File: src/rtl/gcd_stein_unit.sv
// Binary (Stein) GCD engine with valid/ready handshakes on operands and result.
// Reports the number of compute cycles spent and flags the all-zero case.
module gcd_stein_unit #(
  parameter int DATA_WIDTH = 16,
  localparam int CNT_WIDTH = $clog2(4 * DATA_WIDTH + 4)
) (
  input  logic                  clk_i,
  input  logic                  reset_i,
  input  logic                  in_valid_i,
  output logic                  in_ready_o,
  input  logic [DATA_WIDTH-1:0] operand_a_i,
  input  logic [DATA_WIDTH-1:0] operand_b_i,
  output logic                  out_valid_o,
  input  logic                  out_ready_i,
  output logic [DATA_WIDTH-1:0] gcd_o,
  output logic                  zero_o,
  output logic [CNT_WIDTH-1:0]  cycles_o
);

  // k counts shared factors of two; it never reaches DATA_WIDTH for nonzero operands.
  localparam int K_WIDTH = (DATA_WIDTH > 2) ? $clog2(DATA_WIDTH) : 1;

  typedef enum logic [2:0] {
    IDLE,
    CHECK,
    STRIP,
    REDUCE,
    DONE
  } state_t;

  state_t                state, state_n;
  logic [DATA_WIDTH-1:0] a, a_n;
  logic [DATA_WIDTH-1:0] b, b_n;
  logic [K_WIDTH-1:0]    k, k_n;
  logic [CNT_WIDTH-1:0]  count, count_n;
  logic [DATA_WIDTH-1:0] gcd_n;
  logic                  zero_n;
  logic [CNT_WIDTH-1:0]  cycles_n;

  always_comb begin
    state_n  = state;
    a_n      = a;
    b_n      = b;
    k_n      = k;
    count_n  = count;
    gcd_n    = gcd_o;
    zero_n   = zero_o;
    cycles_n = cycles_o;
    case (state)
      IDLE: begin
        if (in_valid_i && in_ready_o) begin
          a_n     = operand_a_i;
          b_n     = operand_b_i;
          k_n     = '0;
          count_n = '0;
          state_n = CHECK;
        end
      end
      CHECK: begin
        count_n = count + CNT_WIDTH'(1);
        if (a == '0 || b == '0) begin
          gcd_n    = a | b;
          zero_n   = (a == '0) && (b == '0);
          cycles_n = count_n;
          state_n  = DONE;
        end else begin
          state_n = STRIP;
        end
      end
      STRIP: begin
        count_n = count + CNT_WIDTH'(1);
        if (!a[0] && !b[0]) begin
          a_n = a >> 1;
          b_n = b >> 1;
          k_n = k + K_WIDTH'(1);
        end else begin
          state_n = REDUCE;
        end
      end
      REDUCE: begin
        // Both operands are nonzero here, so differences of odd values stay in range.
        count_n = count + CNT_WIDTH'(1);
        if (a == b) begin
          gcd_n    = a << k;
          zero_n   = 1'b0;
          cycles_n = count_n;
          state_n  = DONE;
        end else if (!a[0]) begin
          a_n = a >> 1;
        end else if (!b[0]) begin
          b_n = b >> 1;
        end else if (a > b) begin
          a_n = (a - b) >> 1;
        end else begin
          b_n = (b - a) >> 1;
        end
      end
      DONE: begin
        if (out_ready_i) begin
          state_n = IDLE;
        end
      end
      default: state_n = IDLE;
    endcase
  end

  // Handshake flags decode the next state so they line up with the state register.
  always_ff @(posedge clk_i) begin
    if (reset_i) begin
      state       <= IDLE;
      a           <= '0;
      b           <= '0;
      k           <= '0;
      count       <= '0;
      gcd_o       <= '0;
      zero_o      <= 1'b0;
      cycles_o    <= '0;
      in_ready_o  <= 1'b0;
      out_valid_o <= 1'b0;
    end else begin
      state       <= state_n;
      a           <= a_n;
      b           <= b_n;
      k           <= k_n;
      count       <= count_n;
      gcd_o       <= gcd_n;
      zero_o      <= zero_n;
      cycles_o    <= cycles_n;
      in_ready_o  <= (state_n == IDLE);
      out_valid_o <= (state_n == DONE);
    end
  end

endmodule

File: config.mk
export PLATFORM = sky130hd
export DESIGN_NAME = gcd_stein_unit
export DESIGN_NICKNAME = d
export VERILOG_FILES = /design/src/rtl/gcd_stein_unit.sv
export SDC_FILE = /design/constraint.sdc
export NUM_CORES = 1
export LEC_CHECK = 0
export CORE_MARGIN = 4
export CORE_UTILIZATION = 40
export CTS_CLUSTER_DIAMETER = 200
export CTS_CLUSTER_SIZE = 24
export DETAILED_ROUTE_END_ITERATION = 8
export PLACE_DENSITY = 0.61
export SYNTH_ARGS = -nofsm -noshare
export SYNTH_HDL_FRONTEND = slang
export SYNTH_SLANG_ARGS = --single-unit
export TNS_END_PERCENT = 50
File: constraint.sdc
create_clock -name clk_i -period 5.17 [get_ports clk_i]
set_clock_uncertainty 0.05 [all_clocks]
set_input_delay 1.551 -clock clk_i [delete_from_list [all_inputs] [get_ports clk_i]]
set_output_delay 1.551 -clock clk_i [all_outputs]
set_load 0.01 [all_outputs]
==> results of run 1 <==
## path summary, 6_finish.rpt
kind            start        to  slack [ps]  cells after the start
max              a[0]      a[5]        1410                     11
min          gcd_o[9]  gcd_o[9]         410                      2
min reg2reg  gcd_o[9]  gcd_o[9]         410                      2
max reg2reg      a[0]      a[5]        1410                     11
## cell type report
type                       instances  share of cell area [%]
multi-input combinational        558                    59.4
sequential                        72                    20.6
timing repair buffer              68                    9.39
tap                              184                    3.28
clock buffer                       9                    3.21
inverter                          51                    2.73
clock inverter                     7                    1.46
## stage by stage
stage | cell area (um2) | std cells | setup WS (ps)
2_1_floorplan | 6030 | 731 | 2030
3_3_place_gp | 6680 | 933 | 1520
3_5_place_dp | 6680 | 933 | 1470
4_1_cts | 7010 | 949 | 1430
5_1_grt | 7010 | 949 | 1160
6_report | 7010 | 949 | 1410
## logic make-up after synthesis
| logic type | share of synthesized area [%] |
|---|---|
| flip-flops | 23.9 |
| multiplexers | 5.98 |
| adder cells (fa/ha/maj) | 11.0 |
| buffers and inverters | 7.16 |
| AO/OA/AOI/OAI | 27.8 |
| XOR/XNOR | 4.65 |
| AND/OR/NAND/NOR | 19.4 |
## registers in the layout, summed over array words and instances (netlist names)
signal       count
a               16
k                4
zero_o           1
b               16
out_valid_o      1
in_ready_o       1
count            7
state            3
cycles_o         7
gcd_o           16
## placed cells by master, fill, tap and decap left out, drive strengths merged, types with 4 or more instances in the layout
cell type and n:
a31oi 6, nor2 86, xnor2 26, nand2 34, inv 54, buf 8, a21o 5, nand3 17
o22ai 6, a2111oi 6, dfxtp 72, a21oi 61, mux2i 18, nor3b 6, o31ai 4, nor3 32
nor4 11, nor2b 16, a222oi 26, a211oi 46, or2 4, o21bai 4, nand4 4, or3 5
xor2 6, ha 50, nand2b 7, a311oi 9, a22oi 4, o211ai 5, clkbuf 9, o21ai 12
clkdlybuf4s50 60, mux4 7
## power by group through the flow
stage	Sequential [mW]	Clock, mW	Combinational [mW]
final	0.993	0.700	3.95
after global routing	1.02	0.729	4.30
after CTS	0.984	0.708	3.91
after detailed placement	0.995	0	3.89
after global placement	0.991	0	3.87
after floorplan	0.880	0	2.98
## per-layer routing
metal / up-vias / GRT usage, % / share of wire, %
li1: 2771 / - / -
met1: 2741 / 29.9 / 44
met2: 217 / 35.4 / 45
met3: 53 / 4.76 / 6.6
met4: 0 / 10.8 / 3.9
met5: - / 0 / 0
## worst register-to-register path, stage by stage (launching register included)
cell,delay [ps]
dfxtp_1,300
buf_4,180
inv_1,160
ha_1,260
fa_1,410
nor2_1,180
o221ai_1,280
a21oi_4,280
o211ai_4,110
a2111oi_4,910
a222oi_1,220
a211oi_1,320
==> results.tsv, run 1 <==
metric	value	unit
outcome	completed	
seqPwrFrac	17.6	%
drtPass1Iterations	8	
design_power_total	5.65	mW
hold_class	reg -> reg	
post-dp-hpwl	14600	um
ys_types	76	
route.vias.total	5782	
io_buffers	61	
cts_buffers	9	
cts_tree	done	
fin_util	47.9	%
ys_top_cells_by_count	nor2_1 (85), dfxtp_1 (72), a21oi_1 (58)	
power_switching	2.93	mW
finalHoldViolCount	0	
cts-resized-gates	0	
timing.slew.headroom	14.1	%
ir_worst_vdd	519	uV
p_per_area	806	nW/um2
clkPwrFrac	12.4	%
clk_latency	350	ps
routabilityCongestion	0.976	
fp.dieW	131	um
synth.most_common_cell	nor2_1	
crit_buf_inv	2	
power.leakage	2.41	nW
yosys_warnings	0	
yosys_most_used_dff	dfxtp_1	
intPower	2.72	mW
area_growth	16.3	%
ys_seq_area_share	23.9	%
crit_chain	buf_4 -> inv_1 -> ha_1 -> fa_1 -> nor2_1 -> o221ai_1 -> a21oi_4 -> o211ai_4 -> a2111oi_4 -> a222oi_1 -> a211oi_1	
power_frac_comb	70.0	%
yosysTopAreaCell	dfxtp_1	
drt_iter0_markers	480	
worst_pin_slew	1290	ps
synth_edf_count	0	
wl_per_cell	20.0	um
core-area	14600	um2
seq_area	1440	um2
wl	19000	um
grt_overflow	0	
clk_pin_slew	60	ps
antenna_left	0	
cp-start-kind	register	
track_usage	22.7	%
async_flop_share	0	%
rsz0062_at_grt	no	
fp-row-count	44	
cts.sinks	72	
antennaDiodeCount	0	
cp_slowest_cell	a2111oi_4	
die_height	131	um
syn_nets	819	
ios	62	
initial_core_util	41.2	%
netlist_top_cells_area	dfxtp_1 (24%), ha_1 (10%), a211oi_1 (5.5%)	
grt_pass1_wl	30100	um
n_fill_cell	1396	
critPathMaxFanout	14	
multiInputGateArea	4160	um2
drc_errors	0	
crit_type	reg -> reg	
grt_antenna_before_repair	0	
required	5380	ps
crit_family	compound AO/OA/AOI/OAI gates	
cp_data_arrival_time	3970	ps
die_area	17100	um2
maxCapViolations	0	
final_layout_size_suffix_gt1_share	9.28	%
grt_max_degree	38	
hold_slack	407	ps
fin_setup_tns	0	ps
grt_pass1_vias	5531	
end_kind	register	
syn_inst	731	
cts_setup_buffers	0	
root_buffer	clkbuf_16	
period_needed	3760	ps
period_share	72.7	%
switching_share	51.8	%
nets	848	
syn_area_per_cell	8.24	um2
syn_area	6030	um2
netlist.area_leader.share	23.9	%
max_freq	266	MHz
final-setup-viol-count	0	
viasPerCell	6.09	
h-tree-depth	3	
clockBufferDepth	2	
cpPeakStageDelay	910	ps
cts_hold_buf	0	
yosys_register_bits	72	
drv_slew	0	
No activity file was read; power rests on OpenSTA's default activity.
==> run 2, diff against run 1 <==
clock period = 3.52 ns   (was 5.17 ns; I/O delays follow)
==> results.tsv, run 2 (same netlist as run 1, synthesis figures left out) <==
metric	value	unit	change
post-dp-hpwl	15700	um	+7.2%
cts_buffers	9		unchanged
initial_core_util	41.2	%	unchanged
crit_end	a[10]		
p_per_area	1190	nW/um2	+48%
timing.slew.headroom	12.5	%	-1.6 points
n_fill_cell	1416		+1.4%
regToRegSetupSlack	210	ps	-1200 ps
most-common-layout-cells	nor2_1 (85), dfxtp_1 (72), clkdlybuf4s50_1 (60)		
drv_slew	0		unchanged
grt_pass1_wl	31800	um	+5.6%
outcome	completed		
dpl_worst_slack	240	ps	-1230 ps
period_share	94.1	%	+21 points
final-setup-viol-count	0		unchanged
clockBufferDepth	2		unchanged
clk_pin_slew	60	ps	about the same
reg_top3	a x16, b x16, gcd_o x16		
io_buffers	61		unchanged
clk_latency	350	ps	about the same
maxCapViolations	0		unchanged
reg2reg_from	a[1]		
crit_path_start	a[1]		
critPathMaxFanout	14		unchanged
grt_max_degree	38		unchanged
drt_iter0_markers	559		+16%
period_needed	3310	ps	-449 ps
grt_overflow	0		unchanged
max_freq	302	MHz	+14%
grt_pass1_vias	5725		+3.5%
drtPass1Iterations	9		+1
final_layout_size_suffix_gt1_share	12.4	%	+3.1 points
hold_class	reg -> reg		
worst_pin_slew	1310	ps	+24.4 ps
hold_slack	402	ps	-4.86 ps
setup_slack	209	ps	-1200 ps
track_usage	24.0	%	+1.4 points
h-tree-depth	3		unchanged
placed_area	6900	um2	+3.2%
nets	875		+3.2%
routabilityCongestion	0.988		+1.2%
drc_errors	0		unchanged
grt_antenna_before_repair	0		unchanged
rsz0062_at_grt	no		
required	3710	ps	-1670 ps
antenna_left	0		unchanged
antennaDiodeCount	0		unchanged
cts_tree	done		
final_area	7200	um2	+2.7%
power.leakage	2.53	nW	+5.1%
area_growth	19.5	%	
ios	62		unchanged
cp_data_arrival_time	3510	ps	-460 ps
cts_setup_buffers	0		unchanged
viasPerCell	6.07		-0.43%
end_kind	register		
rr_worst_depth	10		-1
cts.sinks	72		unchanged
worstReg2RegEnd	a[10]		
ir_worst_vdd	646	uV	+24%
fp.dieW	131	um	unchanged
cp-start-kind	register		
final_common_cell	nor2_1		
core-area	14600	um2	unchanged
die_area	17100	um2	unchanged
fin_setup_tns	0	ps	unchanged
root_buffer	clkbuf_16		
fp-row-count	44		unchanged
route.vias.total	5921		+2.4%
wl	20100	um	+6.0%
finalHoldViolCount	0		unchanged
wl_per_cell	20.6	um	+3.0%
crit_type	reg -> reg		
die_height	131	um	unchanged
[run 2: worst min path at each step]
| stage | from | to | slack, ps | cells past startpoint |
|---|---|---|---|---|
| 2_1_floorplan | count[1] | count[1] | 410 | 2 |
| 3_3_place_gp | gcd_o[8] | gcd_o[8] | 400 | 2 |
| 6_report | cycles_o[1] | cycles_o[1] | 400 | 2 |
| 4_1_cts | cycles_o[1] | cycles_o[1] | 400 | 2 |
| 5_1_grt | cycles_o[1] | cycles_o[1] | 430 | 2 |
| 3_5_place_dp | cycles_o[1] | cycles_o[1] | 400 | 2 |
[run 2: final cells by class]
cell class | instances | area (um2) | area share [%]
clock inverters | 6 | 67.6 | 0.938
clock buffers | 10 | 229 | 3.18
well taps | 184 | 230 | 3.20
flip-flops and latches | 72 | 1440 | 20.0
repair buffers | 95 | 873 | 12.1
inverters | 51 | 191 | 2.66
multi-input cells | 558 | 4170 | 57.9
[run 2: routing by layer]
metal	vias up	GRT usage (%)	part of all wire, %
met1	2802	31.3	42
met5	-	0	0
met3	55	5.00	7.6
li1	2824	-	-
met4	0	11.7	4.8
met2	240	37.9	45
[run 2: worst max-delay path: stages, from the launching register on]
cell	delay [ps]
dfxtp_1	550
inv_1	160
fa_1	480
nor2_1	170
o221ai_1	280
a21oi_4	280
o211ai_4	110
a2111oi_4	350
buf_4	270
a222oi_1	120
a211oi_1	370
[run 2: what timing repair did]
action                     CTS  global route
hold buffers                 0             0
resized for setup            0             1
setup endpoints to repair    0             1
[run 2: per-stage QoR]
step | cells | power (mW) | util [%]
after global placement | 960 | 7.50 | 47.1
final | 976 | 8.56 | 49.2
after CTS | 976 | 8.46 | 49.1
after floorplan | 731 | 5.67 | -
after detailed placement | 960 | 7.50 | 47.1
after global routing | 976 | 9.15 | 49.2
[run 2: power by group]
part	leakage [nW]	switching, mW	internal, mW
sequential	0.586	0.284	1.04
clock	0.139	0.377	0.551
combinational	1.80	3.79	2.53
